`config.mk`:
```
export PLATFORM = sky130hd
export DESIGN_NAME = count_monitor_311_flat
export DESIGN_NICKNAME = d
export VERILOG_FILES = /design/src/rtl/count_monitor_311_pkg.sv /design/src/rtl/count_monitor_311_if.sv /design/src/rtl/count_monitor_311_step_classify.sv /design/src/rtl/count_monitor_311.sv /design/src/flat_wrapper.sv
export SDC_FILE = /design/constraint.sdc
export NUM_CORES = 1
export LEC_CHECK = 0
export ABC_AREA = 0
export BUFFER_PORTS_ARGS = -buffer_cell sky130_fd_sc_hd__buf_2
export CELL_PAD_IN_SITES_DETAIL_PLACEMENT = 0
export CELL_PAD_IN_SITES_GLOBAL_PLACEMENT = 1
export CORE_ASPECT_RATIO = 0.9
export CORE_MARGIN = 10
export CORE_UTILIZATION = 35
export CTS_CLUSTER_SIZE = 8
export DETAILED_ROUTE_END_ITERATION = 16
export PLACE_DENSITY = 0.68
export SLEW_MARGIN = 10
export SYNTH_ARGS = -nofsm -noshare
export SYNTH_HDL_FRONTEND = slang
export SYNTH_HIERARCHICAL = 1
export SYNTH_SLANG_ARGS = --single-unit
```
`constraint.sdc`:
```
create_clock -name clk_311 -period 4.1 [get_ports clk_311]
set_input_delay 0.615 -clock clk_311 [delete_from_list [all_inputs] [get_ports clk_311]]
set_output_delay 0.615 -clock clk_311 [all_outputs]
set_load 0.02 [all_outputs]
```
`src/rtl/count_monitor_311_pkg.sv`:
```
// Shared types and constants for the count_monitor_311 block: FSM states,
// direction codes and default bus widths.
package count_mon_311_pkg;

  localparam int W_DEF  = 4;
  localparam int SW_DEF = 16;

  typedef enum logic [2:0] {
    UNSYNC    = 3'd0,
    SYNC_HOLD = 3'd1,
    SYNC_UP   = 3'd2,
    SYNC_DOWN = 3'd3,
    FAULT     = 3'd4
  } state_e;

  localparam logic [1:0] DIR_HOLD = 2'b00;
  localparam logic [1:0] DIR_UP   = 2'b01;
  localparam logic [1:0] DIR_DOWN = 2'b10;
  localparam logic [1:0] DIR_UNK  = 2'b11;

endpackage

```
`src/rtl/count_monitor_311_if.sv`:
```
// Bus between a sampling agent (master) and the count monitor (slave).
interface count_monitor_311_if #(
  parameter int W  = count_mon_311_pkg::W_DEF,
  parameter int SW = count_mon_311_pkg::SW_DEF
);
  logic [W-1:0]  count_in_311;
  logic          valid_311;
  logic          ctr_reset_311;
  logic          ud_in_311;
  logic          clr_err_311;
  logic [1:0]    dir_311;
  logic          wrap_311;
  logic          err_311;
  logic [SW-1:0] steps_311;
  logic [7:0]    reversals_311;

  modport master (
    output count_in_311, valid_311, ctr_reset_311, ud_in_311, clr_err_311,
    input  dir_311, wrap_311, err_311, steps_311, reversals_311
  );

  modport slave (
    input  count_in_311, valid_311, ctr_reset_311, ud_in_311, clr_err_311,
    output dir_311, wrap_311, err_311, steps_311, reversals_311
  );
endinterface

```
`src/rtl/count_monitor_311_step_classify.sv`:
```
// Combinational step classifier: sorts prev->cur into hold/up/down/illegal
// using modulo-2^W difference and flags steps that cross the wrap point.
module step_classify_311 #(
  parameter int W = 4
) (
  input  logic [W-1:0] prev_i,
  input  logic [W-1:0] cur_i,
  output logic         hold_o,
  output logic         up_o,
  output logic         down_o,
  output logic         illegal_o,
  output logic         wrap_o
);
  logic [W-1:0] delta_s;

  assign delta_s = cur_i - prev_i;

  always_comb begin
    hold_o    = (delta_s == {W{1'b0}});
    up_o      = (delta_s == W'(1));
    down_o    = (delta_s == {W{1'b1}});
    illegal_o = !(hold_o || up_o || down_o);
    wrap_o    = (up_o && (prev_i == {W{1'b1}})) || (down_o && (prev_i == {W{1'b0}}));
  end
endmodule

```
`src/rtl/count_monitor_311.sv`:
```
// Count-bus monitor: tracks step direction, wrap pulses, sticky illegal-jump
// error and a saturating step total. Optional reversal counter under
// COUNT_MON_REVERSALS_EN.
module count_monitor_311
  import count_mon_311_pkg::*;
#(
  parameter int W  = W_DEF,
  parameter int SW = SW_DEF
) (
  input  logic                clk_311,
  input  logic                reset_311,
  count_monitor_311_if.slave  bus
);
  state_e        state_q, state_d;
  logic [W-1:0]  prev_q, prev_d;
  logic [1:0]    dir_q, dir_d;
  logic          wrap_q, wrap_d;
  logic          err_q, err_d;
  logic [SW-1:0] steps_q, steps_d;

  logic hold_s, up_s, down_s, illegal_s, wrap_s;
  logic reload_ok_s;
  logic sync_s;

  step_classify_311 #(.W(W)) u_classify (
    .prev_i    (prev_q),
    .cur_i     (bus.count_in_311),
    .hold_o    (hold_s),
    .up_o      (up_s),
    .down_o    (down_s),
    .illegal_o (illegal_s),
    .wrap_o    (wrap_s)
  );

  // An up-counter reloads to 0, a down-counter to all-ones.
  assign reload_ok_s = bus.ud_in_311 ? (bus.count_in_311 == {W{1'b0}})
                                     : (bus.count_in_311 == {W{1'b1}});
  assign sync_s = (state_q == SYNC_HOLD) || (state_q == SYNC_UP) || (state_q == SYNC_DOWN);

  always_ff @(posedge clk_311) begin
    if (reset_311) begin
      state_q <= UNSYNC;
      prev_q  <= {W{1'b0}};
    end else begin
      state_q <= state_d;
      prev_q  <= prev_d;
    end
  end

  always_comb begin
    state_d = state_q;
    prev_d  = prev_q;
    if (bus.clr_err_311) begin
      state_d = SYNC_HOLD;
      prev_d  = bus.valid_311 ? bus.count_in_311 : prev_q;
    end else if (bus.valid_311) begin
      prev_d = bus.count_in_311;
      case (state_q)
        UNSYNC: state_d = SYNC_HOLD;
        SYNC_HOLD, SYNC_UP, SYNC_DOWN: begin
          if (bus.ctr_reset_311) state_d = reload_ok_s ? SYNC_HOLD : FAULT;
          else if (illegal_s)    state_d = FAULT;
          else if (hold_s)       state_d = SYNC_HOLD;
          else if (up_s)         state_d = SYNC_UP;
          else                   state_d = SYNC_DOWN;
        end
        FAULT:   state_d = FAULT;
        default: state_d = UNSYNC;
      endcase
    end else begin
      state_d = state_q;
    end
  end

  always_comb begin
    dir_d   = dir_q;
    wrap_d  = 1'b0;
    err_d   = err_q;
    steps_d = steps_q;
    if (bus.clr_err_311) begin
      err_d = 1'b0;
      dir_d = DIR_HOLD;
    end else if (bus.valid_311 && sync_s) begin
      if (bus.ctr_reset_311) begin
        dir_d = reload_ok_s ? DIR_HOLD : DIR_UNK;
        err_d = err_q || !reload_ok_s;
      end else if (illegal_s) begin
        dir_d = DIR_UNK;
        err_d = 1'b1;
      end else if (hold_s) begin
        dir_d = DIR_HOLD;
      end else begin
        dir_d   = up_s ? DIR_UP : DIR_DOWN;
        wrap_d  = wrap_s;
        steps_d = (steps_q == {SW{1'b1}}) ? steps_q : steps_q + SW'(1);
      end
    end else if (bus.valid_311) begin
      dir_d = (state_q == UNSYNC) ? DIR_HOLD : DIR_UNK;
    end else begin
      dir_d = dir_q;
    end
  end

  always_ff @(posedge clk_311) begin
    if (reset_311) begin
      dir_q   <= DIR_UNK;
      wrap_q  <= 1'b0;
      err_q   <= 1'b0;
      steps_q <= {SW{1'b0}};
    end else begin
      dir_q   <= dir_d;
      wrap_q  <= wrap_d;
      err_q   <= err_d;
      steps_q <= steps_d;
    end
  end

  assign bus.dir_311   = dir_q;
  assign bus.wrap_311  = wrap_q;
  assign bus.err_311   = err_q;
  assign bus.steps_311 = steps_q;

`ifdef COUNT_MON_REVERSALS_EN
  logic [7:0] rev_q, rev_d;

  // Only a direct UP<->DOWN state change counts; a HOLD in between breaks it.
  always_comb begin
    rev_d = rev_q;
    if (((state_q == SYNC_UP && state_d == SYNC_DOWN) ||
         (state_q == SYNC_DOWN && state_d == SYNC_UP)) && (rev_q != 8'hFF)) begin
      rev_d = rev_q + 8'd1;
    end else begin
      rev_d = rev_q;
    end
  end

  always_ff @(posedge clk_311) begin
    if (reset_311) rev_q <= 8'd0;
    else           rev_q <= rev_d;
  end

  assign bus.reversals_311 = rev_q;
`else
  assign bus.reversals_311 = 8'd0;
`endif

endmodule

```
`src/flat_wrapper.sv`:
```
// flat-port wrapper written by rule: the top's interface ports become plain ports
module count_monitor_311_flat import count_mon_311_pkg::*;
#(
  parameter int W  = W_DEF,
  parameter int SW = SW_DEF
)
  (clk_311, reset_311, bus_count_in_311, bus_valid_311, bus_ctr_reset_311, bus_ud_in_311, bus_clr_err_311, bus_dir_311, bus_wrap_311, bus_err_311, bus_steps_311, bus_reversals_311);
  count_monitor_311_if #(.W(W), .SW(SW)) bus_i ();
  input  logic clk_311;
  input  logic reset_311;
  input wire logic [$bits(bus_i.count_in_311)-1:0] bus_count_in_311;
  input wire logic [$bits(bus_i.valid_311)-1:0] bus_valid_311;
  input wire logic [$bits(bus_i.ctr_reset_311)-1:0] bus_ctr_reset_311;
  input wire logic [$bits(bus_i.ud_in_311)-1:0] bus_ud_in_311;
  input wire logic [$bits(bus_i.clr_err_311)-1:0] bus_clr_err_311;
  output wire logic [$bits(bus_i.dir_311)-1:0] bus_dir_311;
  output wire logic [$bits(bus_i.wrap_311)-1:0] bus_wrap_311;
  output wire logic [$bits(bus_i.err_311)-1:0] bus_err_311;
  output wire logic [$bits(bus_i.steps_311)-1:0] bus_steps_311;
  output wire logic [$bits(bus_i.reversals_311)-1:0] bus_reversals_311;
  assign bus_i.count_in_311 = bus_count_in_311;
  assign bus_i.valid_311 = bus_valid_311;
  assign bus_i.ctr_reset_311 = bus_ctr_reset_311;
  assign bus_i.ud_in_311 = bus_ud_in_311;
  assign bus_i.clr_err_311 = bus_clr_err_311;
  assign bus_dir_311 = bus_i.dir_311;
  assign bus_wrap_311 = bus_i.wrap_311;
  assign bus_err_311 = bus_i.err_311;
  assign bus_steps_311 = bus_i.steps_311;
  assign bus_reversals_311 = bus_i.reversals_311;
  count_monitor_311 #(.W(W), .SW(SW)) u_core (.clk_311(clk_311), .reset_311(reset_311), .bus(bus_i));
endmodule
```
==> results.md, run 1 <==
* Status: finished clean
* Iteration-0 DRC Markers at 67
* Routed WL at 3.889 mm
* Die span in x at 92.71 µm
* Critical Path End: u_core/bus.steps_311[6]
* Syn. warnings at 6
* Area grow syn2layout at 11.65%
* R2r setup slk at 0.80 ns
* Crit path launch type: input pin
* Pre-antenna DRT Iters at 4
* Clock Latency Late Sink at 0.27 ns
* Nets at 233
* Worst-margin pin slew at about 1.1 ns
* CTS Hold Buffers Added at 0
* # diodes at 0
* Metal3 WL at between 200 and 300 µm
* Routed Antenna Nets at 0
* Worst R2R End: u_core/bus.steps_311[6]
* Post-DR wirelength/cell at 13.94 µm
* Layout Skew at 0.003275 ns
* Period utilization at 82.06%
* Cell Rows at 23
* Post-DR vias/cell at slightly above 5
* Core area at 4518 µm²
* Highest routing layer actually used: met4
* Syn_area_per_cell at 8.629 µm²
* Hold_ws at between 0.4 and 0.5 ns
* Worst Min Path Start: u_core/state_q[1]
* Worst Setup SP: bus_count_in_311[0]
* DIE AREA at just under 8000 µm²
* Share of layout cells above drive strength 1 at 21.66%
* Fill cells at just under 500
* Max-slew violations at 0
* Dpl cells at 275
* # clock sinks at 27
* Initial Util at 36.86%
* GRT Overall Usage at 10.03%
* Final setup fails at 0
* CP Class: input pin to flip-flop
* Endpoint class of the critical path: flip-flop
* First-pass GRT wire length at 6.658 mm
* Worst-path maximum fanout at 21
* CTS tree: built
* Pwr dens at ~270 nW/µm²
* Io pins at 38
* Setup total negative slack at 0 ns
* Slew HR at 28.28%
* Die height at 85.44 µm
* Vias in the first global route at ~1,300
* R2r worst-path depth at 10
* Peak VDD IR at 0.0001274 V
* Initial antenna violation count at 0
* Post_cts resized at 0
* Setup Buffers After CTS at 0
* Unrepaired setup endpoints after global routing: no
* Data required, critical path at between 4 and 5 ns
* Achievable Freq at 0.2972 GHz
* Clock transition at path regs at about 0.090 ns
* Gr ovfl total at 0
* Wl on met1 at around 2 mm
* Area of the mapped netlist at 1665 µm²
* CTS Root Cell: clkbuf_8
* DP HPWL at 2.922 mm
* Pwr Total at 0.5101 mW
* Port buffer count at 29
* Total CTS buffers at 3
* Final Critical Period at between 3 and 4 ns
* Final hold vios at 0
* Met2 routed WL at 1.575 mm
* Remaining DRCs at 0
* Routability Congestion at 0.7650
* Leak pwr at 0.7256 nW
* Largest net degree at the start of global routing at 30
* Arr. time, crit path at between 3 and 4 ns
* Clk buf depth at 2
* Via count at 1,447
* Clock H-tree levels at 1
* Post-Syn Instances at 193
* Critical register-to-register path startpoint: u_core/prev_q[0]
* Hold Crit Class: flip-flop to flip-flop
* Final std cells w/o fill at 279
* Max-Cap Viols at 0
## per-stage QoR
step / utilization (%) / area (µm²) / setup slack, ns
2_1_floorplan: - / 1692 / 0.9893
3_3_place_gp: 40.13 / 1813 / 0.5647
3_5_place_dp: 40.13 / 1813 / 0.3963
4_1_cts: 41.15 / 1859 / 0.7069
5_1_grt: 41.15 / 1859 / 0.3673
6_report: 41.15 / 1859 / 0.7355
## how the worst min path moves through the flow
stage                         end  slack (ns)  depth (start not counted)
4_1_cts         u_core/state_q[1]        0.48                          2
6_report        u_core/state_q[1]        0.48                          2
3_3_place_gp   u_core/bus.err_311        0.46                          1
2_1_floorplan   u_core/state_q[1]        0.45                          2
3_5_place_dp    u_core/state_q[1]        0.47                          2
5_1_grt         u_core/state_q[1]        0.50                          2
## placed cells by master, fill, tap and decap left out, types with 3 or more instances in the layout
cell / n
buf_2: 29
dfxtp_1: 27
nor2_1: 19
nand2_1: 12
a21oi_1: 10
or4_1: 8
mux2i_1: 8
conb_1: 8
nor2b_1: 7
o31ai_1: 7
inv_1: 7
nand4_1: 6
mux2_2: 5
nand2b_1: 4
and3_1: 4
nand3_1: 4
nor4_1: 4
o21ai_0: 4
ha_1: 4
clkbuf_8: 3
a21boi_0: 3
## final cells by class
| class | instances | area, µm² | area share [%] |
|---|---|---|---|
| inverter | 7 | 26.28 | 1.413 |
| clock inverter | 1 | 5.005 | 0.2692 |
| multi-input combinational | 150 | 1023 | 55.05 |
| clock buffer | 3 | 41.29 | 2.221 |
| sequential | 27 | 540.5 | 29.07 |
| tap | 62 | 77.57 | 4.172 |
| timing repair buffer | 29 | 145.1 | 7.806 |
## registers in the layout, indices dropped and copies added (netlist names)
signal                flops
u_core/bus.steps_311     16
u_core/bus.dir_311        2
u_core/state_q            3
u_core/bus.wrap_311       1
u_core/bus.err_311        1
u_core/prev_q             4
## report_power, final
group | internal [mW] | leakage (nW) | total [mW] | switching, mW
Combinational | 0.0321 | 0.481 | 0.0843 | 0.0522
Clock | 0.0682 | 0.0255 | 0.153 | 0.0845
Sequential | 0.268 | 0.219 | 0.273 | 0.00484
Total | 0.369 | 0.726 | 0.510 | 0.142
## worst max-delay path, stage by stage
cell	delay, ns
buf_2	0.12
inv_1	0.05
ha_1	0.17
inv_1	0.06
fa_1	0.37
xnor2_1	0.23
nor2b_1	0.26
mux2i_1	0.17
nor4_4	0.34
nand3_2	0.37
nor4_1	0.42
mux2_2	0.37
## routing by layer
layer,vias to the layer above,global-route usage (%)
met5,-,0
met4,0,2.101
met2,33,13.46
li1,743,-
met1,669,14.46
met3,2,3.961
(Power assumes the default switching activity.)
==> run 2, diff against run 1 <==
--- a/config.mk
+++ b/config.mk
@@ -5,16 +5,16 @@
 export SDC_FILE = /design/constraint.sdc
 export NUM_CORES = 1
 export LEC_CHECK = 0
-export ABC_AREA = 0
+export ABC_AREA = 1
 export BUFFER_PORTS_ARGS = -buffer_cell sky130_fd_sc_hd__buf_2
 export CELL_PAD_IN_SITES_DETAIL_PLACEMENT = 0
 export CELL_PAD_IN_SITES_GLOBAL_PLACEMENT = 1
 export CORE_ASPECT_RATIO = 0.9
 export CORE_MARGIN = 10
-export CORE_UTILIZATION = 35
+export CORE_UTILIZATION = 33
 export CTS_CLUSTER_SIZE = 8
 export DETAILED_ROUTE_END_ITERATION = 16
-export PLACE_DENSITY = 0.68
+export PLACE_DENSITY = 0.71
 export SLEW_MARGIN = 10
 export SYNTH_ARGS = -nofsm -noshare
 export SYNTH_HDL_FRONTEND = slang
==> constraint.sdc (replaced) <==
create_clock -name clk_311 -period 2.8 [get_ports clk_311]
set_input_delay 0.42 -clock clk_311 [delete_from_list [all_inputs] [get_ports clk_311]]
set_output_delay 0.42 -clock clk_311 [all_outputs]
set_load 0.02 [all_outputs]
==> run 2 against run 1 <==
  * First-iteration DRC count rose by 33%
  * Total power grew 50%
  * Die area up 9.0%
  * Highest routed layer unchanged
  * Register-to-register slack lost 0.48 ns
==> results.md, run 2 <==
* Cell Rows at 25
* Top cells by count, synth: nand2_1, nor2_1, dfxtp_1, inv_1, a21oi_1
* Final setup fails at 0
* Clk buf depth at 2
* CTS Hold Buffers Added at 0
* Pwr dens at between 300 and 400 nW/µm²
* Count leader, synth: nand2_1
* Remaining DRCs at 0
* Area leader, netlist: dfxtp_1
* Leak pwr at 0.8540 nW
* CP Class: flip-flop to flip-flop
* # clock sinks at 27
* Post-DR vias/cell at 4.404
* Clock H-tree levels at 1
* Syn. warnings at 6
* Routed Antenna Nets at 0
* Final worst setup slack at about 0.32 ns
* Max-slew violations at 0
* Syn_area_per_cell at 6.310 µm²
* Arr. time, crit path at 2.70 ns
* First-pass GRT wire length at 7.438 mm
* Place WS at 0.07163 ns
* Worst path bufs/invs at 3
* Die span in x at 96.85 µm
* Routability Congestion at 0.7916
* Final hold vios at 0
* Hold_ws at 0.4219 ns
* Vias in the first global route at 1,593
* Sequential-to-total area share from yosys stat at 30.81%
* Share of layout cells above drive strength 1 at 16.83%
* Port buffer count at 29
* CTS tree: built
* Clock Latency Late Sink at 0.28 ns
* Synthesized flop and latch total at 27
* Post-synth EDFFs at 0
* Worst-path maximum fanout at 16
* Setup Buffers After CTS at 0
* Total CTS buffers at 3
* Ys async rst share at 0%
* Most common flop cell mapped by yosys: dfxtp_1
* Unrepaired setup endpoints after global routing: no
* Area grow syn2layout at 14.69%
* DP HPWL at 3.548 mm
* Post-DP Area at between 1500 and 2000 µm²
* Routed WL at 4.459 mm
* Largest net degree at the start of global routing at 19
* Initial Util at between 30% and 40%
* Pwr Total at around 0.77 mW
* Max-Cap Viols at 0
* Distinct cells, synth at 28
* GRT Overall Usage at 10.18%
* Crit-path max cell delay at about 0.43 ns
* Via count at 1,656
* Final Critical Period at 2.484 ns
* Post-DR wirelength/cell at around 12 µm
* Setup total negative slack at 0 ns
* Die height at 89.17 µm
* Core area at roughly 5200 µm²
* Peak VDD IR at 0.0002443 V
* Commonest non-fill, non-tap cell in the layout: nand2_1
* Io pins at 38
* Clock transition at path regs at 0.10 ns
* Max reg flops at 16
* Data required, critical path at 3.02 ns
* CP max stage cell: fa_1
* Post-Syn Instances at 278
* Achievable Freq at roughly 0.40 GHz
* Endpoint class of the critical path: flip-flop
* CP dominant cell by count: nor2_2
* CP cell instances: inv_1 -> fa_1 -> xor2_1 -> inv_1 -> nand3_1 -> nor2_1 -> nor2_2 -> nor2_2 -> nand2_1 -> nor2_2 -> nand2_1 -> nor2_2 -> buf_12 -> nand2_1 -> a21oi_1
* Final instance area at 2012 µm²
* Pre-antenna DRT Iters at 4
* Top-area cell type share of the netlist area at a little under a third
* Iteration-0 DRC Markers at 89
* Layout Skew at 0.008663 ns
* CP top delay family: simple AND/OR/NAND/NOR gates
* Period utilization at between 80% and 90%
* Hold Crit Class: input pin to flip-flop
* Most frequent cells in the layout: nand2_1, nor2_1, buf_2
* CTS Root Cell: clkbuf_8
* Fill cells at 599
* Area of the mapped netlist at 1754 µm²
* Nets at ~330
* Largest cells by area after synthesis: dfxtp_1, nand2_1, nor2_1, a21oi_1, inv_1
* Status: finished clean
* Crit path launch type: flip-flop
* Gr ovfl total at 0
* DIE AREA at ~8600 µm²
* # diodes at 0
* Initial antenna violation count at 0
[run 2: cell types whose count changed in the layout (fill, tap and decap cells not counted), moves of 5 or more]
cell	previous run	this run
a21oi_1	10	22
inv_1	7	27
mux2_2	5	0
mux2i_1	8	0
nand2_1	12	89
nand2_2	0	5
nand3_1	4	13
nor2_1	19	35
nor2b_1	7	0
o31ai_1	7	0
or4_1	8	0
xor2_1	0	5
[run 2: worst paths after layout]
path	from	to	slack (ns)	cells after the start
min reg2reg	u_core/bus.err_311	u_core/bus.err_311	0.47	2
max	u_core/prev_q[1]	u_core/bus.steps_311[8]	0.32	15
min	bus_count_in_311[2]	u_core/prev_q[2]	0.42	3
max reg2reg	u_core/prev_q[1]	u_core/bus.steps_311[8]	0.32	15
[run 2: timing repair]
action / 4_1_cts / 5_1_grt
resized for setup: 0 / 3
setup endpoints to repair: 0 / 15
hold endpoints to repair: 0 / 0
[run 2: worst min-delay path: stages]
cell	delay, ns
buf_2	0.11
nor2_1	0.05
nor2_1	0.09
[run 2: cell type report]
| type | count | area, µm² | share of cell area, % |
|---|---|---|---|
| Timing Repair Buffer | 32 | 180.2 | 8.955 |
| Inverter | 30 | 112.6 | 5.597 |
| Multi-Input combinational cell | 216 | 1049 | 52.11 |
| Tap cell | 67 | 83.83 | 4.167 |
| Sequential cell | 27 | 541.8 | 26.93 |
| Clock buffer | 4 | 45.04 | 2.239 |
[run 2: per-layer routing]
layer  GRT usage [%]  part of all wire (%)  up-vias
met2           15.96                    42       25
li1                -                     -      924
met3           2.550                   3.8        4
met4           2.811                  0.99        0
met1           13.55                    54      703
met5               0                     0        -
[run 2: through the flow]
step                      cells  utilization (%)
final                       376            38.75
after global routing        376            38.75
after CTS                   376            38.58
after detailed placement    372            37.71
after global placement      372            37.71
after floorplan             285                -
[run 2: cell families (layout without fill, tap and decap cells)]
logic type | count (synthesis) | count (layout) | share of synthesized area, %
AO/OA/AOI/OAI | 30 | 30 | 8.702
flip-flops | 27 | 27 | 30.81
buffers and inverters | 42 | 66 | 11.34
XOR/XNOR | 8 | 8 | 3.994
AND/OR/NAND/NOR | 165 | 165 | 40.94
adder cells (fa/ha/maj) | 5 | 5 | 3.994
other | 1 | 8 | 0.2138
[run 2: power breakdown]
group          internal, mW  switching, mW
clock network         0.103          0.131
registers             0.393        0.00592
logic                0.0419         0.0916
total                 0.538          0.229
